<file path="src/rtl/mipi_csi_rx_packet_decoder_8b4lane.sv">
// mipi_csi_rx_packet_decoder_8b4lane
//
// Purpose: parses CSI-2 packet headers from lane-aligned 32-bit words (one byte
// per lane) and forwards long-packet payload words to the raw depacker. The
// header and CRC are stripped, and bytes past the word count are zeroed. Short
// packets produce frame start / frame end pulses. A long packet whose valid
// drops early is flagged with a one-cycle error pulse.
//
// Ports:
//   clk_i           byte clock
//   reset_n_i       asynchronous active-low reset
//   data_valid_i    aligner word valid, high for a whole packet
//   data_i          lane bytes, lane0 = [7:0] ... lane3 = [31:24]
//   output_valid_o  payload word valid
//   output_o        payload word, same byte order as data_i
//   packet_type_o   0 none, 1 RAW8, 2 RAW12, 3 RAW10, 4 RAW14, 5 RAW16
//   frame_start_o   one-cycle pulse on short packet DT 0x00
//   frame_end_o     one-cycle pulse on short packet DT 0x01
//   packet_error_o  one-cycle pulse on truncated long packet
module mipi_csi_rx_packet_decoder_8b4lane #(
   parameter logic [1:0] VC_FILTER = 2'd0
) (
   input  logic        clk_i,
   input  logic        reset_n_i,
   input  logic        data_valid_i,
   input  logic [31:0] data_i,
   output logic        output_valid_o,
   output logic [31:0] output_o,
   output logic [2:0]  packet_type_o,
   output logic        frame_start_o,
   output logic        frame_end_o,
   output logic        packet_error_o
);

   typedef enum logic [1:0] {
      StIdle,
      StPayload,
      StWaitEnd
   } state_e;

   state_e      state_q;
   logic [16:0] remaining_q;

   logic [1:0]  hdr_vc;
   logic [5:0]  hdr_dt;
   logic [15:0] hdr_wc;
   logic [2:0]  hdr_type;
   logic [3:0]  byte_keep;
   logic [31:0] masked_data;

   always_comb begin
      hdr_vc = data_i[7:6];
      hdr_dt = data_i[5:0];
      hdr_wc = data_i[23:8];
      hdr_type = 3'd0;
      case (hdr_dt)
         6'h2A:   hdr_type = 3'd1;
         6'h2C:   hdr_type = 3'd2;
         6'h2B:   hdr_type = 3'd3;
         6'h2D:   hdr_type = 3'd4;
         6'h2E:   hdr_type = 3'd5;
         default: hdr_type = 3'd0;
      endcase
   end

   // Lane i carries payload only while more than i bytes are still owed; this
   // drops CRC and padding that share the last payload word.
   always_comb begin
      byte_keep[0] = (remaining_q != 17'd0);
      byte_keep[1] = (remaining_q > 17'd1);
      byte_keep[2] = (remaining_q > 17'd2);
      byte_keep[3] = (remaining_q > 17'd3);
      masked_data = '0;
      for (int i = 0; i < 4; i++) begin
         masked_data[8*i +: 8] = byte_keep[i] ? data_i[8*i +: 8] : 8'h00;
      end
   end

   always_ff @(posedge clk_i or negedge reset_n_i) begin
      if (!reset_n_i) begin
         state_q        <= StIdle;
         remaining_q    <= '0;
         output_valid_o <= 1'b0;
         output_o       <= '0;
         packet_type_o  <= '0;
         frame_start_o  <= 1'b0;
         frame_end_o    <= 1'b0;
         packet_error_o <= 1'b0;
      end else begin
         output_valid_o <= 1'b0;
         frame_start_o  <= 1'b0;
         frame_end_o    <= 1'b0;
         packet_error_o <= 1'b0;
         case (state_q)
            StIdle: begin
               if (data_valid_i) begin
                  state_q <= StWaitEnd;
                  if (hdr_vc == VC_FILTER) begin
                     if (hdr_dt <= 6'h0F) begin
                        frame_start_o <= (hdr_dt == 6'h00);
                        frame_end_o   <= (hdr_dt == 6'h01);
                     end else if (hdr_type != 3'd0) begin
                        packet_type_o <= hdr_type;
                        if (hdr_wc != 16'd0) begin
                           remaining_q <= {1'b0, hdr_wc};
                           state_q     <= StPayload;
                        end
                     end
                  end
               end
            end
            StPayload: begin
               if (data_valid_i) begin
                  output_valid_o <= 1'b1;
                  output_o       <= masked_data;
                  if (remaining_q <= 17'd4) begin
                     remaining_q <= '0;
                     state_q     <= StWaitEnd;
                  end else begin
                     remaining_q <= remaining_q - 17'd4;
                  end
               end else begin
                  packet_error_o <= 1'b1;
                  remaining_q    <= '0;
                  state_q        <= StIdle;
               end
            end
            StWaitEnd: begin
               if (!data_valid_i) begin
                  state_q <= StIdle;
               end
            end
            default: state_q <= StIdle;
         endcase
      end
   end

endmodule

</file>
<file path="config.mk">
export PLATFORM = sky130hd
export DESIGN_NAME = mipi_csi_rx_packet_decoder_8b4lane
export DESIGN_NICKNAME = d
export VERILOG_FILES = /design/src/rtl/mipi_csi_rx_packet_decoder_8b4lane.sv
export SDC_FILE = /design/constraint.sdc
export NUM_CORES = 1
export LEC_CHECK = 0
export ABC_AREA = 1
export CAP_MARGIN = 30
export CORE_MARGIN = 1
export CORE_UTILIZATION = 40
export CTS_BUF_LIST = sky130_fd_sc_hd__clkbuf_8
export DETAILED_ROUTE_END_ITERATION = 8
export MAX_ROUTING_LAYER = met4
export PLACE_DENSITY = 0.68
export SKIP_LAST_GASP = 1
export SLEW_MARGIN = 20
export SYNTH_ARGS = -nofsm -noshare
export SYNTH_HDL_FRONTEND = slang
export SYNTH_SLANG_ARGS = --single-unit
</file>
<file path="constraint.sdc">
create_clock -name clk_i -period 1.83 [get_ports clk_i]
set_input_delay 0.366 -clock clk_i [delete_from_list [all_inputs] [get_ports clk_i]]
set_output_delay 0.366 -clock clk_i [all_outputs]
set_load 0.005 [all_outputs]
</file>
==> results of run 1 <==
stage by stage:
| stage | area, µm² | std cells |
|---|---|---|
| floorplan | 3290 | 451 |
| global placement | 4440 | 658 |
| detailed placement | 4440 | 658 |
| CTS | 4610 | 673 |
| global route | 4620 | 674 |
| finish | 4620 | 674 |
registers in the layout, indices dropped and copies added, names as in the netlist:
register,count
output_o,32
frame_start_o,1
packet_error_o,1
remaining_q,17
packet_type_o,3
state_q,2
frame_end_o,1
output_valid_o,1
layer usage:
metal | part of all wire [%] | up-vias
met5 | 0 | -
li1 | - | 1676
met4 | 0.79 | 0
met3 | 5.4 | 6
met1 | 48 | 1510
met2 | 46 | 81
path summary, 6_finish.rpt:
check	start	end	slack, ns	cells after the start
worst min register to register	output_o[26]	output_o[26]	0.48	2
worst max register to register	remaining_q[2]	remaining_q[12]	0.15	10
worst min-delay path	reset_n_i	output_o[5]	0.03	2
max in group asynchronous	reset_n_i	output_o[26]	1.54	2
worst max-delay path	remaining_q[2]	remaining_q[12]	0.15	10
min in group clk_i	output_o[26]	output_o[26]	0.48	2
timing repair:
| action | CTS | global route |
|---|---|---|
| endpoints found under the hold margin | 0 | 0 |
| setup endpoints to repair | 0 | 10 |
| resized for setup | 0 | 2 |
| buffers inserted | 0 | 1 |
| hold buffers | 0 | 0 |
kinds of logic (layout without fill, tap and decap cells):
logic type | after synthesis | count (layout) | share of synthesized area, %
AND/OR/NAND/NOR | 286 | 286 | 38.4
flip-flops | 58 | 58 | 44.2
buffers and inverters | 50 | 171 | 6.44
AO/OA/AOI/OAI | 48 | 48 | 8.34
XOR/XNOR | 7 | 7 | 1.87
adder cells (fa/ha/maj) | 2 | 2 | 0.761
area by class of cell:
cell class | instances | area (µm²) | area share, %
clock buffers | 11 | 151 | 3.28
flip-flops and latches | 58 | 1450 | 31.4
multi-input cells | 343 | 1630 | 35.2
clock inverters | 4 | 18.8 | 0.406
repair buffers | 118 | 1100 | 23.8
well taps | 102 | 128 | 2.76
inverters | 38 | 143 | 3.09
cell usage in the layout (no fill, tap or decap), types with 5 or more instances in the layout:
cell type and n:
dfrtp_1 58, o21ai_0 33, clkbuf_8 11, buf_4 42, nand3_1 42, clkdlybuf4s50_1 72
nor2_1 52, nand2_1 162, nor2_2 5, inv_1 38, o21ai_1 7, xnor2_1 5
nand4_1 5
power by group:
group	total [mW]	internal [mW]	leakage, nW	switching (mW)
sequential	1.55	1.41	0.762	0.145
clock	1.05	0.545	0.0961	0.503
combinational	1.46	0.614	1.46	0.850
==> flow_metrics.env, run 1 <==
export IMPL_ant_nets=0
export IMPL_rsz0062_at_grt="false"
export IMPL_place_congestion=0.892
export IMPL_layout_min_cycle_time_ns=1.68
export IMPL_syn_area_per_cell_um2=7.29
export IMPL_synth_area_top_cells="dfrtp_1 (44%), nand2_1 (19%), nand3_1 (6.4%)"
export IMPL_ir_drop_v=0.000502
export IMPL_ys_top_cells_by_count="nand2_1 (162), dfrtp_1 (58), nor2_1 (54), nand3_1 (42), inv_1 (37)"
export IMPL_syn_area_um2=3290
export IMPL_grt_ovfl_total=0
export IMPL_path_clk_slew_ns=0.07
export IMPL_grt_pass1_vias=3194
export IMPL_fin_skew_ns=0.0111
export IMPL_num_rows=32
export IMPL_num_antenna_cells=0
export IMPL_grt_pass1_wl_um=15100
export IMPL_grt_start_max_net_pins=59
export IMPL_max_stage_delay_ns=0.42
export IMPL_drtPass1Iterations=4
export IMPL_final_hold_viol_count=0
export IMPL_status="complete, no violations"
export IMPL_synth_most_common_cell="nand2_1"
export IMPL_yosysTopAreaCell="dfrtp_1"
export IMPL_synthArstFlopShare_pct=100
export IMPL_drive_gt1_share_pct=15.0
export IMPL_wl_um=8780
export IMPL_worstMarginPinSlew_ns=0.355
export IMPL_h_tree_depth=3
export IMPL_period_share_pct=92.0
export IMPL_finalHoldWorstSlack_ns=0.0257
export IMPL_dp_hpwl_um=6520
export IMPL_numCtsBuffers=9
export IMPL_start_util_pct=41.9
export IMPL_total_power_mw=4.07
export IMPL_synth_edf_count=0
export IMPL_setup_viol=0
export IMPL_synth_top_area_share_pct=44.2
export IMPL_syn_num_nets=488
export IMPL_tns_ns=0
export IMPL_antenna_found_initial=0
export IMPL_dp_slack_ns=-0.167
export IMPL_max_cap_violations=0
export IMPL_die_area_um2=8580
export IMPL_crit_fanout=5
export IMPL_relSlewSlack_pct=76.3
export IMPL_path_buf_inv=1
export IMPL_die_h_um=92.6
export IMPL_cpMaxStageDelayCell="dfrtp_1"
export IMPL_core_area_um2=7850
export IMPL_synth_seq_area_share_pct=44.2
export IMPL_nFillCells=754
export IMPL_required_ns=2.11
export IMPL_crit_chain="inv_1 -> ha_1 -> nand2_1 -> nor2_2 -> nand2_1 -> nand2_1 -> nand2_1 -> o21ai_0 -> nand2_1 -> nand2_1"
export IMPL_hold_class="in2async"
export IMPL_layout_nets=605
export IMPL_clk_latency_ns=0.34
export IMPL_cp_arrival_ns=1.96
export IMPL_syn_instance_count=451
export IMPL_yosys_register_bits=58
export IMPL_pin_count=74
export IMPL_grtUsageMet1_pct=30.9
export IMPL_ys_warn_count=0
export IMPL_via_count=3273
export IMPL_drt_iter0_drc=188
export IMPL_wl_per_cell_um=13.0
export IMPL_crit_family="simple AND/OR/NAND/NOR gates"
export IMPL_synthFlopType="dfrtp_1"
export IMPL_portBuffers=73
export IMPL_fin_ws_ns=0.147
export IMPL_worstSetupPathType="reg2reg"
export IMPL_use_met2_pct=35.1
export IMPL_use_met3_pct=5.01
export IMPL_routed_via_density=4.86
export IMPL_p_leak_nw=2.32
export IMPL_synth_cell_types=34
export IMPL_powerDensity_nw_per_um2=880
export IMPL_cts_root_buf="clkbuf_8"
export IMPL_slew_violations=0
export IMPL_drc_errors=0
export IMPL_cts_tree="built"
export IMPL_final_util_pct=58.9
export IMPL_max_freq_ghz=0.594
export IMPL_end_kind="flip-flop"
export IMPL_critPathLaunchType="flip-flop"
export IMPL_ctsLongestPathBuffers=2
export IMPL_path_common_cell="nand2_1"
export IMPL_grt_total_usage_pct=23.0
export IMPL_cts_sinks=58
export IMPL_syn2layout_area_growth_pct=40.6
export IMPL_die_w_um=92.6
export IMPL_busiest_layer="met2"
(Power assumes the default switching activity.)
==> run 2: changes to the inputs <==
--- a/config.mk
+++ b/config.mk
@@ -12,7 +12,7 @@
 export CTS_BUF_LIST = sky130_fd_sc_hd__clkbuf_8
 export DETAILED_ROUTE_END_ITERATION = 8
 export MAX_ROUTING_LAYER = met4
-export PLACE_DENSITY = 0.68
+export PLACE_DENSITY = 0.71
 export SKIP_LAST_GASP = 1
 export SLEW_MARGIN = 20
 export SYNTH_ARGS = -nofsm -noshare
==> flow_metrics.env, run 2 (synthesis gave the netlist of run 1 again) <==
export IMPL_clk_latency_ns=0.34
export IMPL_worstSetupPathType="reg2reg"
export IMPL_max_cap_violations=0
export IMPL_path_buf_inv=1
export IMPL_top_register="output_o"
export IMPL_layout_nets=602
export IMPL_syn2layout_area_growth_pct=41.1
export IMPL_hold_class="in2async"
export IMPL_grt_pass1_wl_um=14400
export IMPL_numCtsBuffers=9
export IMPL_pin_count=74
export IMPL_wl_per_cell_um=12.9
export IMPL_crit_fanout=5
export IMPL_final_area_um2=4640
export IMPL_busiest_layer="met2"
export IMPL_grtUsageMet1_pct=29.1
export IMPL_layout_min_cycle_time_ns=1.68
export IMPL_powerDensity_nw_per_um2=910
export IMPL_cts_sinks=58
export IMPL_layout_cells_non_filler=672
export IMPL_cp_arrival_ns=1.96
export IMPL_relSlewSlack_pct=77.2
export IMPL_cts_hold_buf=0
export IMPL_num_rows=32
export IMPL_drtPass1Iterations=4
export IMPL_multi_input_area_um2=1630
export IMPL_path_clk_slew_ns=0.07
export IMPL_place_congestion=0.943
export IMPL_start_util_pct=41.9
export IMPL_end_kind="flip-flop"
export IMPL_cts_root_buf="clkbuf_8"
export IMPL_cts_tree="built"
export IMPL_crit_family="simple AND/OR/NAND/NOR gates"
export IMPL_fin_skew_ns=0.00688
export IMPL_final_util_pct=59.1
export IMPL_setup_viol=0
export IMPL_status="complete, no violations"
export IMPL_largest_reg_flops=32
export IMPL_p_leak_nw=2.31
export IMPL_routed_via_density=4.88
export IMPL_max_stage_delay_ns=0.42
export IMPL_ant_nets=0
export IMPL_grt_ovfl_total=0
export IMPL_grt_pass1_vias=3125
export IMPL_dp_cells=655
export IMPL_final_cell_mix="nand2_1 (162), clkdlybuf4s50_1 (72), dfrtp_1 (58)"
export IMPL_final_common_cell="nand2_1"
export IMPL_ff_latch_area_um2=1450
export IMPL_core_area_um2=7850
export IMPL_drc_errors=0
export IMPL_max_freq_ghz=0.597
export IMPL_grt_total_usage_pct=22.1
export IMPL_ctsLongestPathBuffers=2
export IMPL_die_area_um2=8580
export IMPL_die_w_um=92.6
export IMPL_h_tree_depth=3
export IMPL_antenna_found_initial=0
export IMPL_num_antenna_cells=0
export IMPL_placed_area_um2=4420
export IMPL_use_met3_pct=3.61
export IMPL_nFillCells=717
export IMPL_worstMarginPinSlew_ns=0.340
export IMPL_crit_chain="inv_1 -> ha_1 -> nand2_1 -> nor2_1 -> nand2_1 -> nand2_1 -> nand2_1 -> o21ai_0 -> nand2_1 -> nand2_1"
export IMPL_via_count=3278
export IMPL_critPathLaunchType="flip-flop"
export IMPL_use_met2_pct=34.5
export IMPL_final_hold_viol_count=0
export IMPL_tns_ns=0
export IMPL_total_power_mw=4.22
export IMPL_drt_iter0_drc=200
export IMPL_period_share_pct=91.6
export IMPL_path_common_cell="nand2_1"
export IMPL_drive_gt1_share_pct=14.9
export IMPL_rsz0062_at_grt="true"
export IMPL_grt_start_max_net_pins=59
export IMPL_largestRegisters="output_o (32), remaining_q (17), packet_type_o (3)"
export IMPL_portBuffers=73
export IMPL_slew_violations=0
export IMPL_required_ns=2.11
export IMPL_ir_drop_v=0.000531
export IMPL_dp_hpwl_um=6470
export IMPL_cpMaxStageDelayCell="dfrtp_1"
export IMPL_wl_um=8690
export IMPL_die_h_um=92.6
run 2: cell count changes in the layout (fill, tap and decap cells not counted):
cell | previous run | this run
buf_4 | 42 | 39
clkinv_2 | 3 | 1
clkinvlp_4 | 0 | 2
bufinv_16 | 0 | 1
nor2_1 | 52 | 51
nor2_2 | 5 | 6
run 2: layout make-up:
cell class,count,share of cell area (%)
Clock buffer,11,3.27
Sequential cell,58,31.3
Clock inverter,5,1.16
Inverter,38,3.08
Timing Repair Buffer,115,23.3
Tap cell,102,2.75
Multi-Input combinational cell,343,35.2
run 2: where the power goes:
part | internal (mW) | switching (mW) | total (mW)
logic | 0.599 | 0.856 | 1.45
clock network | 0.695 | 0.514 | 1.21
registers | 1.41 | 0.146 | 1.56
run 2: stage by stage:
stage	worst slack (ns)	hold slack (ns)
finish	0.154	0.0204
global placement	-0.133	0.395
global route	-0.00508	0.0489
detailed placement	-0.205	0.393
CTS	0.0957	0.0313
floorplan	0.368	0.0704
run 2: path summary, 6_finish.rpt:
| check | from | endpoint | slack, ns | depth (start not counted) |
|---|---|---|---|---|
| setup / recovery | remaining_q[2] | remaining_q[12] | 0.15 | 10 |
| hold / removal | reset_n_i | output_o[5] | 0.02 | 2 |
| setup reg to reg | remaining_q[2] | remaining_q[12] | 0.15 | 10 |
| hold reg to reg | output_o[27] | output_o[27] | 0.48 | 2 |
| max in group asynchronous | reset_n_i | remaining_q[5] | 1.55 | 2 |
| min in group clk_i | output_o[27] | output_o[27] | 0.48 | 2 |
run 2: repair_timing:
item	CTS	global route
setup endpoints to repair	0	10
setup buffers	0	1
resized for setup	0	3
run 2: layer usage:
layer,vias to the layer above,part of all wire [%]
met4,0,1.7
li1,1664,-
met3,15,5.1
met2,83,47
met1,1516,47
met5,-,0
run 2: worst reg2reg max path, cell delays in order (launching register included):
cell,delay [ns]
dfrtp_1,0.42
inv_1,0.14
ha_1,0.21
nand2_1,0.15
nor2_1,0.25
nand2_1,0.08
nand2_1,0.07
nand2_1,0.04
o21ai_0,0.14
nand2_1,0.06
nand2_1,0.05
